### src/rtl/ctrl_scoreboard.sv
// Issue-side scoreboard: RAW/WAW/structural hazard checks, per-unit latency
// tracking and lowest-index arbitration onto one register-file write-back port.
//
// Per-unit state | meaning
// S_IDLE         | unit free, may accept an issue
// S_EXEC         | executing, r_cnt counts remaining cycles
// S_DONE         | result ready, waiting to win the write-back port
module ctrl_scoreboard #(
    parameter int NUM_FU = 4,
    parameter int LAT_W  = 4,
    parameter int FU_W   = $clog2(NUM_FU)
) (
    input  logic              clk,
    input  logic              rst_n,
    input  logic              flush,
    input  logic              iss_valid,
    input  logic [FU_W-1:0]   iss_fu,
    input  logic [4:0]        iss_rd,
    input  logic              iss_rd_we,
    input  logic [4:0]        iss_rs1,
    input  logic [4:0]        iss_rs2,
    input  logic              iss_rs1use,
    input  logic              iss_rs2use,
    input  logic [LAT_W-1:0]  iss_lat,
    output logic              iss_ready,
    output logic              stall_raw,
    output logic              stall_waw,
    output logic              stall_struct,
    output logic              wb_valid,
    output logic [FU_W-1:0]   wb_fu,
    output logic [4:0]        wb_rd,
    output logic              wb_we,
    output logic [NUM_FU-1:0] fu_busy
);

    typedef enum logic [1:0] {S_IDLE = 2'd0, S_EXEC = 2'd1, S_DONE = 2'd2} fu_state_e;

    fu_state_e        r_state [NUM_FU];
    logic [LAT_W-1:0] r_cnt   [NUM_FU];
    logic [4:0]       r_rd    [NUM_FU];
    logic             r_we    [NUM_FU];
    logic [31:0]      r_pending;

    fu_state_e        w_state_nx [NUM_FU];
    logic [LAT_W-1:0] w_cnt_nx   [NUM_FU];
    logic [4:0]       w_rd_nx    [NUM_FU];
    logic             w_we_nx    [NUM_FU];
    logic             w_fire_fu  [NUM_FU];
    logic [31:0]      w_pending_nx;

    logic             w_any_done;
    logic [FU_W-1:0]  w_win;
    logic [4:0]       w_win_rd;
    logic             w_win_we;
    logic             w_wb_clr;
    logic [31:0]      w_clr_mask;
    logic [31:0]      w_pend_eff;
    logic             w_fu_oor;
    logic             w_fire;
    logic [LAT_W-1:0] w_lat_m1;

    always_comb begin
        w_any_done = 1'b0;
        w_win      = '0;
        w_win_rd   = '0;
        w_win_we   = 1'b0;
        for (int i = NUM_FU - 1; i >= 0; i--) begin
            if (r_state[i] == S_DONE) begin
                w_any_done = 1'b1;
                w_win      = FU_W'(i);
                w_win_rd   = r_rd[i];
                w_win_we   = r_we[i];
            end
        end
    end

    assign wb_valid   = w_any_done & ~flush;
    assign wb_fu      = wb_valid ? w_win    : '0;
    assign wb_rd      = wb_valid ? w_win_rd : '0;
    assign wb_we      = wb_valid & w_win_we;
    assign w_wb_clr   = wb_valid & wb_we & (wb_rd != 5'd0);
    assign w_clr_mask = w_wb_clr ? (32'd1 << wb_rd) : 32'd0;
    // Same-cycle bypass: the register being written back is no longer a hazard.
    assign w_pend_eff = r_pending & ~w_clr_mask;

    assign stall_raw = (iss_rs1use & w_pend_eff[iss_rs1]) | (iss_rs2use & w_pend_eff[iss_rs2]);
    assign stall_waw = iss_rd_we & (iss_rd != 5'd0) & w_pend_eff[iss_rd];
    assign w_fu_oor  = (int'(iss_fu) >= NUM_FU);

    always_comb begin
        stall_struct = w_fu_oor;
        for (int i = 0; i < NUM_FU; i++) begin
            if ((iss_fu == FU_W'(i)) && (r_state[i] != S_IDLE) &&
                !(w_any_done && (w_win == FU_W'(i))))
                stall_struct = 1'b1;
        end
    end

    assign iss_ready = ~stall_raw & ~stall_waw & ~stall_struct & ~flush;
    assign w_fire    = iss_valid & iss_ready;
    assign w_lat_m1  = (iss_lat == '0) ? '0 : iss_lat - LAT_W'(1);

    always_comb begin
        for (int i = 0; i < NUM_FU; i++) begin
            w_fire_fu[i]  = w_fire && (iss_fu == FU_W'(i));
            w_state_nx[i] = r_state[i];
            w_cnt_nx[i]   = r_cnt[i];
            w_rd_nx[i]    = r_rd[i];
            w_we_nx[i]    = r_we[i];
            case (r_state[i])
                S_EXEC: begin
                    if (r_cnt[i] <= LAT_W'(1)) begin
                        w_state_nx[i] = S_DONE;
                        w_cnt_nx[i]   = '0;
                    end else begin
                        w_cnt_nx[i] = r_cnt[i] - LAT_W'(1);
                    end
                end
                S_DONE: begin
                    if (wb_valid && (w_win == FU_W'(i)))
                        w_state_nx[i] = S_IDLE;
                end
                default: w_state_nx[i] = r_state[i];
            endcase
            // The counter holds latency-1 and the unit leaves EXEC as it reaches
            // 1, so an op fired in cycle T is DONE in cycle T+L; L<=1 skips EXEC.
            if (w_fire_fu[i]) begin
                w_rd_nx[i] = iss_rd;
                w_we_nx[i] = iss_rd_we;
                if (w_lat_m1 == '0) begin
                    w_state_nx[i] = S_DONE;
                    w_cnt_nx[i]   = '0;
                end else begin
                    w_state_nx[i] = S_EXEC;
                    w_cnt_nx[i]   = w_lat_m1;
                end
            end
            if (flush) begin
                w_state_nx[i] = S_IDLE;
                w_cnt_nx[i]   = '0;
                w_rd_nx[i]    = '0;
                w_we_nx[i]    = 1'b0;
            end
        end
    end

    always_comb begin
        w_pending_nx = r_pending & ~w_clr_mask;
        if (w_fire && iss_rd_we && (iss_rd != 5'd0))
            w_pending_nx[iss_rd] = 1'b1;
        w_pending_nx[0] = 1'b0;
        if (flush)
            w_pending_nx = '0;
    end

    always_ff @(posedge clk or negedge rst_n) begin
        if (!rst_n) begin
            for (int i = 0; i < NUM_FU; i++) begin
                r_state[i] <= S_IDLE;
                r_cnt[i]   <= '0;
                r_rd[i]    <= '0;
                r_we[i]    <= 1'b0;
            end
            r_pending <= '0;
        end else begin
            for (int i = 0; i < NUM_FU; i++) begin
                r_state[i] <= w_state_nx[i];
                r_cnt[i]   <= w_cnt_nx[i];
                r_rd[i]    <= w_rd_nx[i];
                r_we[i]    <= w_we_nx[i];
            end
            r_pending <= w_pending_nx;
        end
    end

    always_comb begin
        fu_busy = '0;
        for (int i = 0; i < NUM_FU; i++)
            fu_busy[i] = (r_state[i] != S_IDLE);
    end

endmodule
### config.mk
export PLATFORM = sky130hd
export DESIGN_NAME = ctrl_scoreboard
export DESIGN_NICKNAME = d
export VERILOG_FILES = /design/src/rtl/ctrl_scoreboard.sv
export SDC_FILE = /design/constraint.sdc
export NUM_CORES = 1
export LEC_CHECK = 0
export CORE_UTILIZATION = 45
export DETAILED_ROUTE_END_ITERATION = 8
export PLACE_DENSITY = 0.7
export SYNTH_ARGS = -nofsm -noshare
export SYNTH_HDL_FRONTEND = slang
export SYNTH_SLANG_ARGS = --single-unit
### constraint.sdc
create_clock -name clk -period 5.1 [get_ports clk]
set_clock_uncertainty 0.05 [all_clocks]
set_input_delay 0.51 -clock clk [delete_from_list [all_inputs] [get_ports clk]]
set_output_delay 0.51 -clock clk [all_outputs]
set_load 0.005 [all_outputs]
Word level (Yosys, flattened, before mapping)
Cells that the tools add are included.
{ "op_classes": {"add_sub_neg": 5, "mul": 0, "magnitude_cmp": 8, "div": 0, "n_mux": 88, "n_reduce_logical": 53, "bitwise": 20, "shift": 1, "eq_ne": 22} }
{ "op_table": {"columns": ["op", "n"], "rows": [
  ["32-bit two-way mux", 3],
  ["4-bit two-way mux", 18],
  ["5-bit two-way mux", 13],
  ["2-bit two-way mux", 22],
  ["32-bit AND", 1],
  ["32-bit NOT", 1],
  ["32-bit bitwise OR", 1],
  ["1-bit by 5-bit left shift with 32-bit output, first input constant", 1],
  ["1-bit two-way mux", 24],
  ["1-bit logical AND", 23],
  ["4-bit by 1-bit subtractor with 4-bit output, second input constant", 5],
  ["5-bit by 6-bit < comparator with 1-bit output, second input constant", 3],
  ["2-bit == test, second input constant", 8],
  ["4-bit by 1-bit less-or-equal comparator with 1-bit output, second input constant", 4],
  ["4-bit by 3-bit != test with 1-bit output, second input constant", 4],
  ["4-bit != test, second input constant", 4],
  ["2-bit one-hot mux with 2 select lines", 4],
  ["2-bit nonzero test", 8],
  ["4-bit nonzero test", 4],
  ["1-bit binary-select mux with 5-bit select", 3],
  ["1-bit AND", 12],
  ["2-bit by 1-bit == test with 1-bit output, second input constant", 6],
  ["3-bit AND reduction", 4],
  ["3-bit nonzero test", 4],
  ["8 further kinds", 17]
]} }
{ "totals": {"romBits": 0, "ramBits": 0, "n_memories": 0, "out_inout_bits": 17, "latchBits": 0, "word_cells": 214, "register_bits": 80, "inputBits": 28} }

Longest topological paths before layout
Gate-level depths: netlist (run 1).
{ "depth": {"depth_word": 25, "ltp_mapped": 17, "ltp_nobuf": 13} }

Worst setup path after synthesis (run 1)
Ideal clock, no wire load.
{ "synth_timing": {"path_kind": "register -> output", "from": "reg r_state[2] (netlist name)", "to": "out iss_ready", "arrival_time_ns": 3.631, "path_buffers": 3, "path_stages_with_launch": 16, "setup_slack_ns": 0.909, "t_required_ns": 4.540, "path_cell_list": "dfrtp_1 > inv_1 > ha_1 > nor2b_2 > buf_6 > a221o_1 > nand3_2 > or4_4 > buf_6 > o211ai_1 > o2111a_1 > nor4_1 > a311oi_4 > nand4_4 > buf_6 > nor2_1"} }
{ "synth_via": {"elab_chain_cells": 19, "word_cells_on_any_way": 61, "cone_classes": "4 x eq/ne; 1 x shift; 24 x mux; 16 x bitwise; 16 x reduce/logical"} }
{ "synth_rtl": {"columns": ["element", "line_no", "rtl"], "rows": [
  ["start: declaration", "38", "fu_state_e r_state [NUM_FU];"],
  ["start signal: indexed assignment", "167", "r_state[i] <= w_state_nx[i];"],
  ["2-bit == test", "68", "if (r_state[i] == S_DONE) begin"],
  ["1-bit two-way mux (3 in series)", "68", null],
  ["1-bit AND", "77", "assign wb_valid = w_any_done & ~flush;"],
  ["5-bit two-way mux / 1-bit AND (equally long branches)", "79, 80", null],
  ["5-bit nonzero test / 1-bit AND (equally long branches)", "81", "assign w_wb_clr = wb_valid & wb_we & (wb_rd != 5'd0);"],
  ["1-bit AND", "81", null],
  ["32-bit two-way mux", "82", "assign w_clr_mask = w_wb_clr ? (32'd1 << wb_rd) : 32'd0;"],
  ["32-bit NOT", "84", "assign w_pend_eff = r_pending & ~w_clr_mask;"],
  ["32-bit AND", "84", null],
  ["1-bit binary-select mux with 5-bit select", "86", "assign stall_raw = (iss_rs1use & w_pend_eff[iss_rs1]) | (iss_rs2use & w_pend_eff[iss_rs2]);"],
  ["1-bit two-way mux (implied by the code)", "86", null],
  ["1-bit AND", "86", null],
  ["1-bit bitwise OR", "86", null],
  ["1-bit NOT", "99", "assign iss_ready = ~stall_raw & ~stall_waw & ~stall_struct & ~flush;"],
  ["1-bit AND", "99", null],
  ["1-bit AND (*) (2 in series)", "99", null],
  ["end: declaration", "25", "output logic iss_ready,"]
]} }
Mark *: on every way between the ends. The rest lies on a longest branch, timed or not. The select of a mux whose other input is x is not followed.

Final worst setup path (run 1)
{ "layout_timing": {"from": "reg r_state[0] (netlist name)", "to": "out stall_raw"} }
{ "layout_via": {"elab_chain_cells": 16, "word_cells_on_any_way": 30, "cone_classes": "1 x eq/ne; 1 x shift; 18 x mux; 9 x bitwise; 1 x reduce/logical"} }
{ "layout_rtl": {"columns": ["element", "line_no", "rtl"], "rows": [
  ["2-bit == test (*)", "68", null],
  ["1-bit two-way mux (4 in series)", "68", null],
  ["1-bit AND", "77", null],
  ["5-bit two-way mux / 1-bit AND (equally long branches)", "79, 80", null],
  ["5-bit nonzero test / 1-bit AND (equally long branches)", "81", null],
  ["1-bit AND", "81", null],
  ["32-bit two-way mux (*)", "82", null],
  ["32-bit NOT (*)", "84", null],
  ["32-bit AND (*)", "84", null],
  ["1-bit binary-select mux with 5-bit select", "86", null],
  ["1-bit two-way mux (implied by the code)", "86", null],
  ["1-bit AND", "86", null],
  ["1-bit bitwise OR (*)", "86", null],
  ["end: declaration", "26", "output logic stall_raw,"]
]} }
Marks and branches as above.

==> impl_results.md, run 1 <==
* Outcome: complete, no violations
* Placer Congestion at around 1.0
* DRC at 0
* Predominant post-synthesis flop cell: dfrtp_1
* Area of the mapped netlist at 6439 um2
* Detail Placement HPWL at about 16 mm
* Slowest stage cell on the critical path: clkdlybuf4s50_1
* Cell Rows at 43
* Buffers on Ports at 44
* DR pass1 iterations at 7
* Worst hold path type: input port to async pin
* Die W at 121.6 um
* Setup Total Neg Slack at 0 ns
* Tot GR Track Use at 30.81%
* Crit share post-route at approximately 98%
* Clock Tree Buf Depth at 2
* Worst setup SP type: register
* Starting DRT DRC Count at between 900 and 1,000
* Crit path buf inv count at 6
* Total chip power at 0.002766 W
* CP Cell Sequence: inv_1 > ha_1 > nor2b_4 > buf_4 > a221oi_2 > or2_4 > buf_6 > o41ai_2 > mux4_2 > nor2_1 > a2111oi_2 > buf_4 > a2111o_1 > buf_6 > nand2_1 > clkdlybuf4s50_1
* Worst setup EP type: primary output
* R2r setup slk at 0.51 ns
* Syn avg cell area at 9.185 um2
* Fmax at roughly 200 MHz
* Inserted Diodes at 0
* CTS Buf Count at 9
* Crit path max fanout at 11
* Die area at roughly 15,000 um2
* Cell depth of the worst flop-to-flop path at 15
* Max-cap viol count at 0
* Worst path arrival time at around 4.4 ns
* Hold Buf Count CTS at 0
* Placed Area at approximately 7100 um2
* Setup CP Type: register to primary output
* Post-route ant nets at 0
* Largest delay share family, worst path: buffers and inverters
* Initial antenna violation count at 0
* Peak VDD IR at 0.2025 mV
* Hold Vio Cnt, Final at 0
* Post-synth EDFFs at 0
* Crit path required time at between 4 and 5 ns
* Pwr per Cell Area at 346.9 nW/um2
* Leakage at roughly 3.2 nW
* Clock sink total at 79
* Routed Wire Length at 22.44 mm
* Crit path time final at roughly 5.0 ns
* Core Footprint at 13,930 um2
* Reg2Reg Capture Point: r_pending[20]
* Post-Syn Nets at between 700 and 800
* Pins Over Slew Limit at 0
* RR Startpoint: r_state[0]
* WHS at 0.2710 ns
* Initial Util at 46.21%
* Count of different cell masters after synthesis at 89
* Detailed-route via count at between 6,000 and 7,000
* Largest net degree at the start of global routing at 80
* TritonCTS clock tree: built
* Drt wl/cell at 23.52 um
* Clock Latency Late Sink at between 0.3 and 0.4 ns
* Area Growth Syn to Fin at 23.82%
* Normalized max-slew margin at about a third
* FFs w/ async S/R, synth at 100.0%
* Vias in the first global route at 6,012
* Vias per cell at between 6 and 7
* Fin util at 57.21%
* Die Y at about 120 um
* Final Instance Area at approximately 8000 um2
* Grt total ovfl at 0
* Layout cells sized above 1 at 21.58%
* Final Setup Violations at 0
* Synth warnings at 0
* Mapped Cells at 701
* Max incr delay on CP at about 0.50 ns
* Final nets at between 800 and 900
* Fill count at 1,165
* Global-route wire length before repair at around 34 mm
* Root Buffer: clkbuf_16
* Register area share after synthesis at 30.70%
* H-tree levels at 3
* Yosys reg bits at 79
* Worst-Margin Slew at around 1 ns
* Clock-pin slew on the worst setup and hold paths at 0.06 ns
* I/O Pins at 45
[worst max-delay path by stage]
stage | start | cells past startpoint | slack, ns | to
floorplan | r_state[2] | 15 | 0.91 | iss_ready
global placement | r_state[6] | 15 | 0.22 | stall_raw
detailed placement | r_state[6] | 14 | 0.14 | stall_raw
CTS | r_state[4] | 15 | 0.002 | stall_raw
global route | r_state[6] | 16 | -0.02 | stall_raw
finish | r_state[0] | 16 | 0.12 | stall_raw
[per-layer routing]
metal  up-vias  track usage (%)  wire, um
met2       433            46.41      9696
met1      3112            41.92      9298
met5         -                0         0
li1       2822                -         -
met4         0            12.96      1042
met3       108            7.772      2397
[logic make-up (layout without fill, tap and decap cells)]
kind of cell | count (synthesis) | after routing | synth area share (%)
and+or+nand+nor | 268 | 268 | 22.37
AOI/OAI and AO/OA | 185 | 186 | 25.69
buffers and inverters | 88 | 160 | 6.782
DFF | 79 | 79 | 30.70
muxes | 60 | 60 | 10.38
adders and majority gates | 21 | 21 | 4.081
[synthesized netlist by cell type (all sizes together), types with 3 or more instances]
cell type | number | area share, %
a32oi | 3 | 0.41
nor3 | 22 | 1.7
buf | 19 | 2.7
nor2b | 14 | 1.4
nand2 | 73 | 4.3
o32ai | 11 | 1.6
nand3 | 22 | 2.0
o22a | 4 | 0.54
and2 | 5 | 0.49
dfrtp | 79 | 31
nand4b | 4 | 0.54
or3 | 3 | 0.29
o22ai | 22 | 2.2
a311oi | 5 | 0.95
or2 | 3 | 0.29
a21oi | 22 | 1.7
o41ai | 13 | 3.1
nor4 | 15 | 1.5
o211ai | 7 | 0.89
o221ai | 4 | 0.54
ha | 21 | 4.1
o2111ai | 4 | 1.2
clkbuf | 29 | 1.7
nand3b | 3 | 0.54
o31ai | 15 | 2.2
mux2 | 34 | 5.9
nand4 | 19 | 3.1
a31oi | 7 | 0.68
nor2 | 64 | 3.7
mux2i | 24 | 3.7
nand2b | 9 | 0.87
a2111oi | 4 | 0.74
a221oi | 6 | 1.8
o21ai | 22 | 1.9
inv | 39 | 2.3
o311ai | 5 | 0.68
a221o | 6 | 0.93
or4 | 7 | 0.87
a211oi | 3 | 0.43
o311a | 3 | 0.47
[metrics by stage]
stage / std cells / setup WS, ns
floorplan: 701 / 0.9090
global placement: 911 / 0.2214
detailed placement: 911 / 0.1409
CTS: 933 / 0.001827
global route: 954 / -0.01794
finish: 954 / 0.1232
[registers in the layout (all words and copies together) (netlist names)]
name and flops:
r_pending 31, r_rd 20, r_cnt 16, r_state 8
r_we 4
[layout by cell type (no fill, tap or decap), drive strengths merged, types with 5 or more instances in the layout]
cell type and count:
o41ai 13, o2111ai 5, nor4 15, o32ai 11, nand2b 9, or4 7, o21ai 22, nand2 73
a221o 6, a21oi 22, o31ai 15, nand4 19, ha 21, nor2 64, inv 40, and2 5
o211ai 7, o311ai 5, a311oi 5, dfrtp 79, nor2b 14, buf 62, clkdlybuf4s50 41, mux2i 24
nand3 22, a221oi 6, mux2 34, o22ai 22, clkbuf 9, a31oi 7, nor3 22
[layout make-up]
class / instances / area, um2 / area share (%)
well taps: 180 / 225.2 / 2.825
clock buffers: 9 / 225.2 / 2.825
inverters: 40 / 158.9 / 1.993
flip-flops and latches: 79 / 1977 / 24.80
clock inverters: 7 / 95.09 / 1.193
multi-input cells: 535 / 4353 / 54.60
repair buffers: 104 / 938.4 / 11.77
[worst reg2reg max path, stage by stage, from the launching register on]
cell and delay, ns:
dfrtp_1 0.40, inv_1 0.12, ha_1 0.22, nor2b_4 0.20
buf_4 0.20, a221o_1 0.25, nand4_1 0.19, buf_4 0.24
or3_4 0.38, or4_1 0.53, a31oi_2 0.24, nor4_1 0.13
o211ai_2 0.16, buf_4 0.25, nand4_1 0.51, o22ai_1 0.42
[report_power, final]
part,switching (W),internal (W),total (W)
clock,0.000281,0.000430,0.000711
combinational,0.000860,0.000521,0.00138
sequential,0.0000243,0.000649,0.000673
total,0.00117,0.00160,0.00277
[what timing repair did]
item / in CTS / in global routing
gates resized for setup: 20 / 35
pin swaps: 2 / 14
gates cloned: 0 / 1
endpoints found under the setup margin: 2 / 3
setup buffers: 6 / 20
Power figures use the tool's default switching activity.
==> inputs of run 2 (changes only) <==
--- a/config.mk
+++ b/config.mk
@@ -5,9 +5,10 @@
 export SDC_FILE = /design/constraint.sdc
 export NUM_CORES = 1
 export LEC_CHECK = 0
-export CORE_UTILIZATION = 45
+export CORE_UTILIZATION = 32
 export DETAILED_ROUTE_END_ITERATION = 8
-export PLACE_DENSITY = 0.7
+export HOLD_SLACK_MARGIN = 0.05
+export PLACE_DENSITY = 0.55
 export SYNTH_ARGS = -nofsm -noshare
 export SYNTH_HDL_FRONTEND = slang
 export SYNTH_SLANG_ARGS = --single-unit
==> constraint.sdc (replaced) <==
create_clock -name clk -period 5.1 [get_ports clk]
set_clock_uncertainty 0.05 [all_clocks]
set_input_delay 0.51 -clock clk [delete_from_list [all_inputs] [get_ports clk]]
set_output_delay 0.51 -clock clk [all_outputs]
set_load 0.01 [all_outputs]
==> impl_results.md, run 2 (same netlist as run 1, synthesis figures left out) <==
* Outcome: complete, no violations (unchanged)
* Worst hold path type: input port to async pin (unchanged)
* Post-route ant nets at 0 (unchanged)
* Max reg flops at 31 (unchanged)
* Commonest non-fill, non-tap cell in the layout: dfrtp_1 (unchanged)
* Detailed-route via count at 6,179 (was 6,475)
* Final Instance Area at 7799 um2 (was 7973 um2)
* Unrepaired setup endpoints after global routing: false
* Starting DRT DRC Count at 760 (was 942)
* Normalized max-slew margin at 32.75% (was 32.17%)
* Worst path arrival time at 4.36 ns (was 4.42 ns)
* Worst setup EP type: primary output (unchanged)
* Root Buffer: clkbuf_16 (unchanged)
* Reg with most FFs: r_pending (unchanged)
* Clock-pin slew on the worst setup and hold paths at 0.06 ns (about the same)
* Top flop regs: r_pending x31, r_rd x20, r_cnt x16 (unchanged)
* Grt total ovfl at 0 (unchanged)
* Cell Rows at 51 (was 43)
* H-tree levels at 3 (unchanged)
* Max-cap viol count at 0 (unchanged)
* Global-route wire length before repair at 34.54 mm (was 34.04 mm)
* Clock Tree Buf Depth at 2 (unchanged)
* Drt wl/cell at 21.45 um (was 23.52 um)
* Die area at 20,690 um2 (was 14,790 um2)
* Placer Congestion at 0.9153 (was 1.019)
* Core Footprint at 19,590 um2 (was 13,930 um2)
* Fmax at 203.1 MHz (was 200.9 MHz)
* Final Setup Violations at 0 (unchanged)
* CP Cell Sequence: inv_1 > ha_2 > buf_4 > nand3b_4 > a221o_1 > nand4_1 > buf_4 > or3_1 > or4_1 > a31oi_1 > nor4_2 > o211ai_2 > buf_6 > inv_1 > clkdlybuf4s50_1 (was inv_1 > ha_1 > nor2b_4 > buf_4 > a221oi_2 > or2_4 > buf_6 > o41ai_2 > mux4_2 > nor2_1 > a2111oi_2 > buf_4 > a2111o_1 > buf_6 > nand2_1 > clkdlybuf4s50_1)
* Routed Wire Length at 22.14 mm (was 22.44 mm)
* Initial antenna violation count at 0 (unchanged)
* Worst-Margin Slew at 1.009 ns (was 1.017 ns)
* Clk pwr share at 26.3% (was 25.7%)
* Crit path time final at 4.925 ns (was 4.977 ns)
* Switching share of power at 42.32% (was 42.13%)
* Fill count at 1,984 (was 1,165)
* DR pass1 iterations at 5 (was 7)
* Max incr delay on CP at 0.52 ns (was 0.50 ns)
* TritonCTS clock tree: built (unchanged)
* Most frequent cells in the layout: dfrtp_1 (79), nand2_1 (72), nor2_1 (64) (was dfrtp_1 (79), nand2_1 (72), nor2_1 (63))
* Leakage at 3.120 nW (was 3.180 nW)
* Peak VDD IR at 0.1627 mV (was 0.2025 mV)
* Setup CP Type: register to primary output (unchanged)
* DRC at 0 (unchanged)
* Clock sink total at 79 (unchanged)
* Detail Placement HPWL at 15.92 mm (was 15.61 mm)
* Die W at 143.9 um (was 121.6 um)
* Logic gate share of total power at 47.1% (was 50.0%)
* Pwr per Cell Area at 323.6 nW/um2 (was 346.9 nW/um2)
* RR Startpoint: r_state[4] (was r_state[0])
* Pins Over Slew Limit at 0 (unchanged)
* Final nets at 811 (was 818)
* Switching pwr at 0.001068 W (was 0.001165 W)
* I/O Pins at 45 (unchanged)
* Vias per cell at 5.987 (was 6.787)
* Hold Vio Cnt, Final at 0 (unchanged)
* Crit path required time at 4.54 ns (about the same)
* Initial Util at 32.87% (was 46.21%)
* Largest net degree at the start of global routing at 76 (was 80)
* Crit path max fanout at 9 (was 11)
* Placed Area at 7247 um2 (was 7066 um2)
* Slowest stage cell on the critical path: or4_1 (was clkdlybuf4s50_1)
* WHS at 0.4421 ns (was 0.2710 ns)
* CTS Buf Count at 9 (unchanged)
* Sequential fraction of design power at 26.5% (was 24.3%)
* Die Y at 143.9 um (was 121.6 um)
* Layout cells sized above 1 at 19.58% (was 21.58%)
* Crit share post-route at 96.56% (was 97.58%)
* Tot GR Track Use at 22.20% (was 30.81%)
* Setup Total Neg Slack at 0 ns (unchanged)
* Worst setup SP type: register (unchanged)
* Vias in the first global route at 5,934 (was 6,012)
* Buffers on Ports at 44 (unchanged)
* Crit path from: r_state[2] (was r_state[0])
* Area Growth Syn to Fin at 21.12% (was 23.82%)
* Pint at 0.001456 W (was 0.001601 W)
* Clock Latency Late Sink at 0.35 ns (was 0.36 ns)
run 2: cell type report:
cell class                 count  area, um2  share of cell area, %
sequential                    79       1977                  25.35
clock inverter                 5      57.56                 0.7380
tap                          265      331.6                  4.252
timing repair buffer          98      853.3                  10.94
inverter                      40      150.1                  1.925
multi-input combinational    534       4188                  53.70
clock buffer                  10      239.0                  3.064
antenna                        1      2.502                0.03209
run 2: what timing repair did:
item | 4_1_cts | 5_1_grt
pin swaps | 3 | 4
gates resized for setup | 16 | 17
endpoints found under the setup margin | 3 | 3
setup buffers | 2 | 7
endpoints found under the hold margin | 4 | 0
hold buffers | 1 | 0
run 2: metrics by stage:
step / cells / total power (W) / utilization (%) / worst slack [ns]
detailed placement: 1006 / 0.001758 / 36.99 / 0.1741
global placement: 1006 / 0.001755 / 36.99 / 0.1738
floorplan: 701 / 0.001402 / - / 0.8473
finish: 1032 / 0.002524 / 39.81 / 0.1753
global route: 1031 / 0.002639 / 39.80 / 0.01226
CTS: 1024 / 0.002474 / 39.06 / 0.02387
run 2: critical path, delay by kind of cell, from the launching register on:
family                     cells  cell delay (ns)
and+or+nand+nor                5             1.35
buffers and inverters          6             1.32
AOI/OAI and AO/OA              3             0.66
DFF                            1             0.40
adders and majority gates      1             0.29
run 2: power groups by stage:
stage	sequential, W	clock, W	combinational (W)
2_1_floorplan	0.000675	0	0.000727
3_3_place_gp	0.000680	0	0.00107
3_5_place_dp	0.000680	0	0.00108
4_1_cts	0.000669	0.000670	0.00113
5_1_grt	0.000673	0.000691	0.00128
6_report	0.000670	0.000664	0.00119
run 2: per-layer routing:
metal  vias to the layer above  global-route usage [%]  share of wire [%]
met1                      3018                   31.45                 46
met3                        59                   4.132                7.5
met5                         -                       0                  0
met4                         0                   9.518                3.0
met2                       290                   32.62                 43
li1                       2812                       -                  -
run 2: worst paths after layout:
path,end,depth (start not counted),slack [ns]
setup reg to reg,r_pending[22],16,0.43
hold reg to reg,r_rd[15],2,0.48
setup / recovery,stall_waw,15,0.18
min in group clk,r_rd[15],2,0.48
max in group asynchronous,r_pending[19],3,3.39
hold / removal,r_cnt[10],2,0.44
